### src/rtl/prod_divider_seq.sv
`timescale 1ns/1ps
// Sequential restoring divider that inverts the 8-bit multipliers: a DW-bit product divided
// by a VW-bit operand, one bit of quotient per cycle, valid/ready on both sides.
module prod_divider_seq #(
    parameter int DW = 17,
    parameter int VW = 8
) (
    input  logic          clk,
    input  logic          rst,
    input  logic          in_valid,
    output logic          in_ready,
    input  logic [DW-1:0] dividend,
    input  logic [VW-1:0] divisor,
    output logic          out_valid,
    input  logic          out_ready,
    output logic [DW-1:0] quotient,
    output logic [VW-1:0] remainder,
    output logic          div_by_zero
);

    localparam int CW = $clog2(DW);

    localparam logic [1:0] ST_IDLE = 2'd0;
    localparam logic [1:0] ST_RUN  = 2'd1;
    localparam logic [1:0] ST_DONE = 2'd2;

    logic [1:0]    state_r;
    logic [DW-1:0] q_r;
    logic [VW-1:0] d_r;
    logic [VW-1:0] r_r;
    logic [CW-1:0] cnt_r;
    logic          in_ready_r;
    logic          out_valid_r;
    logic [DW-1:0] quotient_r;
    logic [VW-1:0] remainder_r;
    logic          dbz_r;

    logic [VW:0]   r_shift_s;
    logic [VW:0]   r_next_s;
    logic          ge_s;
    logic [DW-1:0] q_next_s;

    // One restoring step; the partial remainder stays below D, so VW+1 bits hold the shifted value.
    always_comb begin
        r_shift_s = {r_r, q_r[DW-1]};
        ge_s      = (r_shift_s >= {1'b0, d_r});
        if (ge_s) begin
            r_next_s = r_shift_s - {1'b0, d_r};
        end else begin
            r_next_s = r_shift_s;
        end
        q_next_s = {q_r[DW-2:0], ge_s};
    end

    // Control FSM, datapath registers and registered result outputs.
    always_ff @(posedge clk) begin
        if (rst) begin
            state_r     <= ST_IDLE;
            q_r         <= {DW{1'b0}};
            d_r         <= {VW{1'b0}};
            r_r         <= {VW{1'b0}};
            cnt_r       <= {CW{1'b0}};
            in_ready_r  <= 1'b1;
            out_valid_r <= 1'b0;
            quotient_r  <= {DW{1'b0}};
            remainder_r <= {VW{1'b0}};
            dbz_r       <= 1'b0;
        end else begin
            case (state_r)
                ST_IDLE: begin
                    if (in_valid) begin
                        q_r        <= dividend;
                        d_r        <= divisor;
                        r_r        <= {VW{1'b0}};
                        cnt_r      <= CW'(DW - 1);
                        in_ready_r <= 1'b0;
                        if (divisor == {VW{1'b0}}) begin
                            state_r <= ST_DONE;
                        end else begin
                            state_r <= ST_RUN;
                        end
                    end
                end
                ST_RUN: begin
                    q_r <= q_next_s;
                    r_r <= r_next_s[VW-1:0];
                    if (cnt_r == {CW{1'b0}}) begin
                        quotient_r  <= q_next_s;
                        remainder_r <= r_next_s[VW-1:0];
                        dbz_r       <= 1'b0;
                        out_valid_r <= 1'b1;
                        state_r     <= ST_DONE;
                    end else begin
                        cnt_r <= cnt_r - CW'(1);
                    end
                end
                ST_DONE: begin
                    // Entering DONE without a result means the divide-by-zero shortcut.
                    if (!out_valid_r) begin
                        quotient_r  <= {DW{1'b1}};
                        remainder_r <= {VW{1'b0}};
                        dbz_r       <= 1'b1;
                        out_valid_r <= 1'b1;
                    end else if (out_ready) begin
                        out_valid_r <= 1'b0;
                        in_ready_r  <= 1'b1;
                        state_r     <= ST_IDLE;
                    end
                end
                default: begin
                    state_r     <= ST_IDLE;
                    in_ready_r  <= 1'b1;
                    out_valid_r <= 1'b0;
                end
            endcase
        end
    end

    assign in_ready    = in_ready_r;
    assign out_valid   = out_valid_r;
    assign quotient    = quotient_r;
    assign remainder   = remainder_r;
    assign div_by_zero = dbz_r;

endmodule

### config.mk
export PLATFORM = sky130hd
export DESIGN_NAME = prod_divider_seq
export DESIGN_NICKNAME = d
export VERILOG_FILES = /design/src/rtl/prod_divider_seq.sv
export SDC_FILE = /design/constraint.sdc
export NUM_CORES = 1
export LEC_CHECK = 0
export ABC_AREA = 0
export BUFFER_PORTS_ARGS = -buffer_cell sky130_fd_sc_hd__buf_2
export CORE_MARGIN = 2
export CORE_UTILIZATION = 25
export DETAILED_ROUTE_END_ITERATION = 12
export PLACE_DENSITY_LB_ADDON = 0.12
export RECOVER_POWER = 50
export SYNTH_ARGS = -nofsm -noshare
export SYNTH_HDL_FRONTEND = slang
export SYNTH_SLANG_ARGS = --single-unit
export TNS_END_PERCENT = 100
### constraint.sdc
create_clock -name clk -period 3.3 [get_ports clk]
set_input_delay 0.66 -clock clk [delete_from_list [all_inputs] [get_ports clk]]
set_output_delay 0.66 -clock clk [all_outputs]
set_load 0.02 [all_outputs]
==> key figures, run 1 <==
Run status
  • Status: completed

Route
  • WL final: 8.56 mm
  • Via density: 4.49
  • DR WL/cell: 13.8 um
  • DRT iter0 DRCs: 126
  • Drt first pass iters: 4
  • Via count: 2,788
  • Final ANT Viol Nets: 0
  • DR DRC count: 0

Timing
  • Relative slew slack: 45.6%
  • Max Clock Skew: 0.00385 ns
  • Min cycle time layout: 2.39 ns
  • Pins over their slew limit: 0
  • Final hold vios: 0
  • Final setup viols: 0
  • Final worst slack: 0.910 ns
  • RSZ-0062 raised after global routing: no
  • Least-Margin Pin Slew: 0.816 ns
  • Setup TNS: 0 ns
  • Fin crit share: 72.4%
  • Min Hold Slack: 0.446 ns
  • Peak Freq: 0.418 GHz

Cells and area
  • Fin nets: 484
  • Fill cell count: 1,405
  • Diodes inserted: 0
  • Final instance area: 4010 um2
  • Area of the multi-input gates: 1780 um2
  • Layout cells sized above 1: 17.3%
  • Area Overhead vs Synth: 20.6%
  • Area occupied by registers: 1360 um2

Global routing
  • Initial antenna violation count: 0
  • GRT met1 Usage: 17.1%
  • GRT overflow: 0
  • GRT met2 Usage: 19.7%
  • Gr usage total: 12.8%
  • Pin count of the biggest net entering global routing: 38
  • Global route hottest layer: met2
  • GR Util met3: 2.54%
  • Vias in the first global route: 2,737
  • First-pass GRT wire length: 14.1 mm

Worst setup path
  • Max FO, Critical Path: 18
  • CP Capture Type: flip-flop
  • Critical Path Start Type: flip-flop
  • Top delay family on crit path: simple AND/OR/NAND/NOR gates
  • CP max-delay cell: or3_1
  • Max stage delay on crit path: 0.68 ns
  • R2r worst-path depth: 7
  • Crit Path Class: flip-flop to flip-flop
  • Data required time of the worst path: 3.55 ns
  • Critical Path Start: cnt_r[0]
  • Bufs and invs on worst path: 1
  • Critical Path Stages: 7
  • Crit path DAT: 2.64 ns
  • Reg2Reg Launch Point: cnt_r[0]
  • Cell Chain, Critical Path: inv_1 -> ha_1 -> or4b_4 -> or3_1 -> nand2_8 -> nor2_1 -> a211oi_1

Logic synthesis
  • Seq/Total Area, Yosys: 41.0%
  • Mapped cell area: 3320 um2
  • Top FF cell, synth: dfxtp_1
  • FFs w/ async S/R, synth: 0%
  • Most frequent cells after synthesis: dfxtp_1 (68), nor2_1 (57), nand2_1 (39), mux2i_1 (22), a21oi_1 (21)
  • Top-area cell type share of the netlist area: 41.0%
  • Most frequent cell after synthesis: dfxtp_1
  • Mapped Cells: 388
  • Synth warnings: 0
  • Syn nets: 431
  • Yosys reg bits: 68
  • Synthesized area per cell: 8.56 um2
  • Unique masters post-synth: 49
  • Area contributors post-synth: dfxtp_1 (41%), mux2i_1 (6.6%), nor2_1 (6.4%), ha_1 (4.9%), nand2_1 (4.4%)
  • Post-synth EDFFs: 0
  • Synth area leader: dfxtp_1

Power and ir drop
  • Part of the power in the clock network: 22.7%
  • VDD IR max: 0.250 mV
  • Pwr Density: 997 nW/um2
  • Share of power burned in registers: 30.9%
  • P_int: 2.31 mW
  • Switching power: 1.69 mW
  • Sw Share: 42.2%
  • Combinational share of power: 46.4%
  • Pleak: 1.58 nW

Clock network
  • Post-CTS Setup Bufs: 0
  • CTS Root Cell: clkbuf_16
  • H-tree depth: 3
  • Clock Tree Buf Depth: 2
  • Clock sinks: 68
  • Worst-Skew Late Latency: 0.33 ns
  • Clock slew at reported path FFs: 0.06 ns
  • Post_cts resized: 0
  • Hold_buf cts: 0
  • Total CTS buffers: 9
  • CTS tree: yes

Floorplanning
  • Chip Width: 119 um
  • Chip height: 119 um
  • Total core area: 13,100 um2
  • Die area: 14,200 um2
  • Initial cell density of the core: 25.4%
  • I/O Pins: 57
  • # rows: 42

Job
  • Max Cap Viol: 0

Place
  • Area post-placement: 3760 um2
  • Placer Congestion: 0.802
  • DP HPWL: 6.23 mm
  • I/O Buffers: 56
  • Setup WS pre-CTS: 0.855 ns

Hold path
  • Hold Startpoint: remainder[2]
  • Worst Hold Path Cells: 2
  • HP Class: flip-flop to flip-flop
stage by stage:
| step | total power, mW | utilization, % | instances |
|---|---|---|---|
| 3_3_place_gp | 3.14 | 28.8 | 606 |
| 5_1_grt | 4.31 | 30.6 | 621 |
| 3_5_place_dp | 3.15 | 28.8 | 606 |
| 4_1_cts | 4.08 | 30.9 | 621 |
| 6_report | 4.00 | 30.6 | 621 |
| 2_1_floorplan | 2.70 | - | 388 |
worst paths after layout:
check                 end  slack [ns]
min reg2reg  remainder[2]        0.45
max reg2reg   quotient[0]        0.91
min          remainder[2]        0.45
max           quotient[0]        0.91
sequential cells by signal, summed over array words and instances (netlist names):
| register | cells |
|---|---|
| cnt_r | 5 |
| quotient | 17 |
| state_r | 2 |
| out_valid | 1 |
| remainder | 8 |
| in_ready | 1 |
| r_r | 8 |
| q_r | 17 |
| d_r | 8 |
| div_by_zero | 1 |
per-layer routing:
layer  up-vias  wire length (um)
li1       1453                 -
met1      1284              4300
met2        40              3830
met3        11               246
met4         0               180
met5         -                 0
cell type report:
class | instances | share of cell area, %
clock buffer | 11 | 6.31
clock inverter | 4 | 0.625
inverter | 20 | 1.87
multi-input combinational | 280 | 44.5
sequential | 68 | 34.0
tap | 176 | 5.50
timing repair buffer | 62 | 7.25
cell families after synthesis:
group | after synthesis | synth area share (%)
buf+inv | 40 | 5.39
mux | 23 | 6.97
xor+xnor | 7 | 1.85
fa+ha+maj | 14 | 5.50
compound gates | 75 | 14.7
simple gates | 161 | 24.7
flops | 68 | 41.0
power by group through the flow:
stage	Combinational, mW	Sequential (mW)	Clock [mW]
CTS	1.91	1.24	0.941
floorplan	1.36	1.34	0
global route	2.07	1.27	0.971
global placement	1.89	1.25	0
finish	1.85	1.24	0.907
detailed placement	1.90	1.25	0
layout by cell type (no fill, tap or decap), types with 2 or more instances in the layout:
cell type	netlist	final
a211oi_1	19	19
a211o_1	2	2
o31ai_1	2	2
nor3_2	11	11
nand3_1	4	4
mux2i_1	22	22
buf_2	4	28
nand2b_1	3	3
xor2_1	4	4
xnor2_1	3	3
clkbuf_8	0	2
nor3_1	14	14
nor3b_1	3	3
nor2_2	10	10
a21boi_0	2	2
clkbuf_16	0	9
a22o_1	2	2
nor2_1	57	57
nor2b_1	5	5
or3_1	2	2
dfxtp_1	68	68
clkinv_2	0	2
clkbuf_1	10	28
ha_1	13	13
o21ai_1	5	5
a21o_1	2	2
nand2_1	39	39
o21ai_0	12	12
buf_4	0	6
nor4_1	5	5
clkinvlp_4	0	2
inv_1	20	20
a21oi_1	21	21
worst reg2reg max path, stage by stage, from the launching register on:
cell and delay (ns):
dfxtp_1 0.33, inv_1 0.08, ha_1 0.15, or4b_4 0.49, or3_1 0.68, nand2_8 0.32, nor2_1 0.07, a211oi_1 0.19
(Power assumes the default switching activity.)
==> inputs of run 2 (changes only) <==
==> constraint.sdc (replaced) <==
create_clock -name clk -period 2.5 [get_ports clk]
set_input_delay 0.5 -clock clk [delete_from_list [all_inputs] [get_ports clk]]
set_output_delay 0.5 -clock clk [all_outputs]
set_load 0.02 [all_outputs]
==> key figures, run 2 (synthesized netlist as in run 1, its figures left out) <==
Clock network
  • CTS tree: yes
  • H-tree depth: 3
  • Total CTS buffers: 9
  • Clock sinks: 68
  • CTS Root Cell: clkbuf_16
  • Post_cts resized: 0
  • Hold_buf cts: 0
  • Worst-Skew Late Latency: 0.34 ns
  • Post-CTS Setup Bufs: 0
  • Clock slew at reported path FFs: 0.05 ns
  • Clock Tree Buf Depth: 2

Place
  • Cell count after placement: 610
  • Area post-placement: 3790 um2
  • DP HPWL: 6.50 mm
  • Placer Congestion: 0.816
  • Setup WS pre-CTS: 0.390 ns
  • I/O Buffers: 56

Global routing
  • Pin count of the biggest net entering global routing: 20
  • Gr usage total: 12.9%
  • GRT overflow: 0
  • First-pass GRT wire length: 14.2 mm
  • Initial antenna violation count: 0
  • Vias in the first global route: 2,787

Floorplanning
  • I/O Pins: 57
  • # rows: 42
  • Die area: 14,200 um2
  • Chip Width: 119 um
  • Total core area: 13,100 um2
  • Initial cell density of the core: 25.4%
  • Chip height: 119 um

Power and ir drop
  • Sw Share: 40.9%
  • Switching power: 2.24 mW
  • Combinational share of power: 44.9%
  • Pleak: 1.61 nW
  • Share of power burned in registers: 29.9%
  • P_int: 3.23 mW
  • Part of the power in the clock network: 25.2%
  • Pwr Density: 1340 nW/um2
  • VDD IR max: 0.351 mV

Cells and area
  • Fin nets: 488
  • Final instance area: 4070 um2
  • Post-route insts no fill: 625
  • Commonest non-fill, non-tap cell in the layout: dfxtp_1
  • Most frequent cells in the layout: dfxtp_1 (68), nor2_1 (57), nand2_1 (39)
  • Area Overhead vs Synth: 22.4%
  • Diodes inserted: 0
  • Layout cells sized above 1: 17.1%

Hold path
  • HP Class: input pin to flip-flop
  • Hold Startpoint: divisor[2]

Route
  • Final ANT Viol Nets: 0
  • DRT iter0 DRCs: 81
  • Via density: 4.54
  • Drt first pass iters: 4
  • DR WL/cell: 14.1 um
  • Via count: 2,840
  • WL final: 8.80 mm
  • DR DRC count: 0

Timing
  • Least-Margin Pin Slew: 0.785 ns
  • Setup TNS: 0 ns
  • Pins over their slew limit: 0
  • Min cycle time layout: 2.17 ns
  • Fin crit share: 86.7%
  • Max Clock Skew: 0.00685 ns
  • Min Hold Slack: 0.418 ns
  • Peak Freq: 0.461 GHz
  • Relative slew slack: 47.7%
  • Final setup viols: 0
  • Final hold vios: 0
  • RSZ-0062 raised after global routing: no
  • Final worst slack: 0.332 ns

Worst setup path
  • Critical Path Start Type: flip-flop
  • Crit Path Class: flip-flop to flip-flop
  • Reg2Reg Launch Point: d_r[4]
  • CP Capture Type: flip-flop
  • Critical Path Start: d_r[4]
  • Data required time of the worst path: 2.73 ns
  • Crit path DAT: 2.39 ns
  • Max FO, Critical Path: 13

Run status
  • Status: completed

Job
  • Max Cap Viol: 0
run 2: path summary, 6_finish.rpt:
check,endpoint,slack [ns],cells past startpoint
setup / recovery,remainder[5],0.33,8
setup reg to reg,remainder[5],0.33,8
hold / removal,d_r[2],0.42,3
hold reg to reg,remainder[6],0.45,2
run 2: power by group through the flow:
stage                     combinational, mW  clock, mW  sequential (mW)
after floorplan                        1.79          0             1.77
after global placement                 2.53          0             1.66
after detailed placement               2.53          0             1.66
after CTS                              2.54       1.41             1.64
after global routing                   2.74       1.45             1.69
final                                  2.45       1.38             1.63
run 2: area by class of cell:
cell class                 count  area, um2
multi-input combinational    280       1780
sequential                    68       1360
fill                        1391       9020
clock inverter                 4       73.8
clock buffer                  11        243
inverter                      20       75.1
tap                          176        220
timing repair buffer          66        317
run 2: critical path, stage by stage, from the launching register on:
cell and delay (ns):
dfxtp_1 0.33, inv_1 0.06, ha_1 0.37, a21oi_1 0.26, o221ai_1 0.17, a21oi_1 0.20
buf_4 0.26, nor2_1 0.07, a221o_1 0.34
run 2: routing by layer:
| layer | part of all wire, % | wire, um | GRT usage, % | up-vias |
|---|---|---|---|---|
| li1 | - | - | - | 1461 |
| met1 | 48 | 4230 | 16.7 | 1311 |
| met2 | 46 | 4040 | 20.4 | 57 |
| met3 | 3.7 | 324 | 2.25 | 11 |
| met4 | 2.3 | 204 | 6.92 | 0 |
| met5 | 0 | 0 | 0 | - |
run 2: stage by stage:
step	util, %	power, mW
2_1_floorplan	-	3.56
3_3_place_gp	29.0	4.19
3_5_place_dp	29.0	4.19
4_1_cts	31.4	5.59
5_1_grt	31.1	5.88
6_report	31.1	5.47
==> inputs of run 3 (changes only) <==
--- a/config.mk
+++ b/config.mk
@@ -10,7 +10,6 @@
 export CORE_MARGIN = 2
 export CORE_UTILIZATION = 25
 export DETAILED_ROUTE_END_ITERATION = 12
-export PLACE_DENSITY_LB_ADDON = 0.12
 export RECOVER_POWER = 50
 export SYNTH_ARGS = -nofsm -noshare
 export SYNTH_HDL_FRONTEND = slang
==> key figures, run 3 (synthesized netlist as in run 1, its figures left out) <==
Clock network
  • Clock slew at reported path FFs: 0.05 ns
  • Post_cts resized: 0
  • CTS tree: yes
  • Total CTS buffers: 9
  • Hold_buf cts: 0
  • Worst-Skew Late Latency: 0.32 ns
  • Post-CTS Setup Bufs: 0
  • Clock Tree Buf Depth: 2
  • Clock sinks: 68
  • CTS Root Cell: clkbuf_16
  • H-tree depth: 3

Cells and area
  • Diodes inserted: 0
  • Commonest non-fill, non-tap cell in the layout: dfxtp_1
  • Post-route insts no fill: 623
  • Layout cells sized above 1: 17.2%
  • Fin nets: 485
  • Area Overhead vs Synth: 21.6%
  • Most frequent cells in the layout: dfxtp_1 (68), nor2_1 (57), nand2_1 (39)

Route
  • Via count: 2,830
  • WL final: 8.16 mm
  • DR DRC count: 0
  • Drt first pass iters: 4
  • Final ANT Viol Nets: 0
  • DR WL/cell: 13.1 um
  • Via density: 4.54
  • DRT iter0 DRCs: 156

Global routing
  • Gr usage total: 11.8%
  • Pin count of the biggest net entering global routing: 41
  • Vias in the first global route: 2,879
  • GRT overflow: 0
  • Initial antenna violation count: 0
  • First-pass GRT wire length: 13.7 mm

Worst setup path
  • Cell Chain, Critical Path: inv_1 -> ha_1 -> or4b_4 -> or3_1 -> nand2_8 -> nor2_1 -> a211oi_1
  • Crit path DAT: 2.44 ns
  • CP Capture Type: flip-flop
  • CP max-delay cell: or3_1
  • Critical Path Start Type: flip-flop
  • Max stage delay on crit path: 0.54 ns
  • Top delay family on crit path: simple AND/OR/NAND/NOR gates
  • Max FO, Critical Path: 17
  • Data required time of the worst path: 2.73 ns
  • Crit Path Class: flip-flop to flip-flop
  • Bufs and invs on worst path: 1

Power and ir drop
  • Final total power: 5.36 mW
  • Pwr Density: 1330 nW/um2
  • VDD IR max: 0.425 mV
  • Pleak: 1.59 nW

Floorplanning
  • Total core area: 13,100 um2
  • Die area: 14,200 um2
  • Chip height: 119 um
  • I/O Pins: 57
  • Chip Width: 119 um
  • Initial cell density of the core: 25.4%
  • # rows: 42

Timing
  • Relative slew slack: 36.8%
  • Setup TNS: 0 ns
  • Final hold vios: 0
  • Min cycle time layout: 2.21 ns
  • Peak Freq: 0.452 GHz
  • Pins over their slew limit: 0
  • Min Hold Slack: 0.439 ns
  • Max Clock Skew: 0.00479 ns
  • RSZ-0062 raised after global routing: no
  • Fin crit share: 88.5%
  • Final setup viols: 0
  • Least-Margin Pin Slew: 0.945 ns

Run status
  • Status: completed

Place
  • Placer Congestion: 0.808
  • Cell count after placement: 607
  • I/O Buffers: 56
  • DP HPWL: 6.25 mm

Job
  • Max Cap Viol: 0

Hold path
  • HP Class: input pin to flip-flop
-- run 3: cell count changes in the layout (fill, tap and decap cells not counted), sizes merged --
cell / previous run / this run
bufinv: 2 / 1
clkinvlp: 0 / 1
buf: 37 / 35
-- run 3: through the flow --
stage	setup WS, ns	area (um2)	utilization [%]
after detailed placement	0.280	3770	28.8
after global routing	0.0498	4040	30.9
after global placement	0.362	3770	28.8
after CTS	0.268	4080	31.1
final	0.288	4040	30.9
after floorplan	0.391	3320	-
-- run 3: power by group --
group	internal, mW	switching (mW)	total, mW	leakage [nW]
clock network	0.823	0.440	1.26	0.149
logic	0.950	1.50	2.45	0.888
registers	1.41	0.240	1.65	0.558
total	3.18	2.18	5.36	1.59
-- run 3: per-layer routing --
layer	up-vias	share of wire, %	track usage (%)
li1	1449	-	-
met2	52	48	19.4
met3	14	3.8	2.59
met4	0	1.9	4.46
met1	1315	46	15.1
met5	-	0	0
-- run 3: tightest hold or removal path, cell delays in order --
cell and delay (ns):
buf_2 0.11, nand2_1 0.05, a21oi_1 0.05
-- run 3: layout make-up --
type | instances | area, um2
inverters | 20 | 75.1
repair buffers | 63 | 298
clock buffers | 12 | 256
multi-input cells | 280 | 1780
fillers | 1363 | 9040
flip-flops and latches | 68 | 1360
clock inverters | 4 | 47.5
well taps | 176 | 220
-- run 3: worst paths after layout --
path,from,end,slack [ns],cells past startpoint
worst max-delay path,cnt_r[0],quotient[0],0.29,7
worst min-delay path,divisor[3],d_r[3],0.44,3
worst max register to register,cnt_r[0],quotient[0],0.29,7
worst min register to register,d_r[4],d_r[4],0.45,2
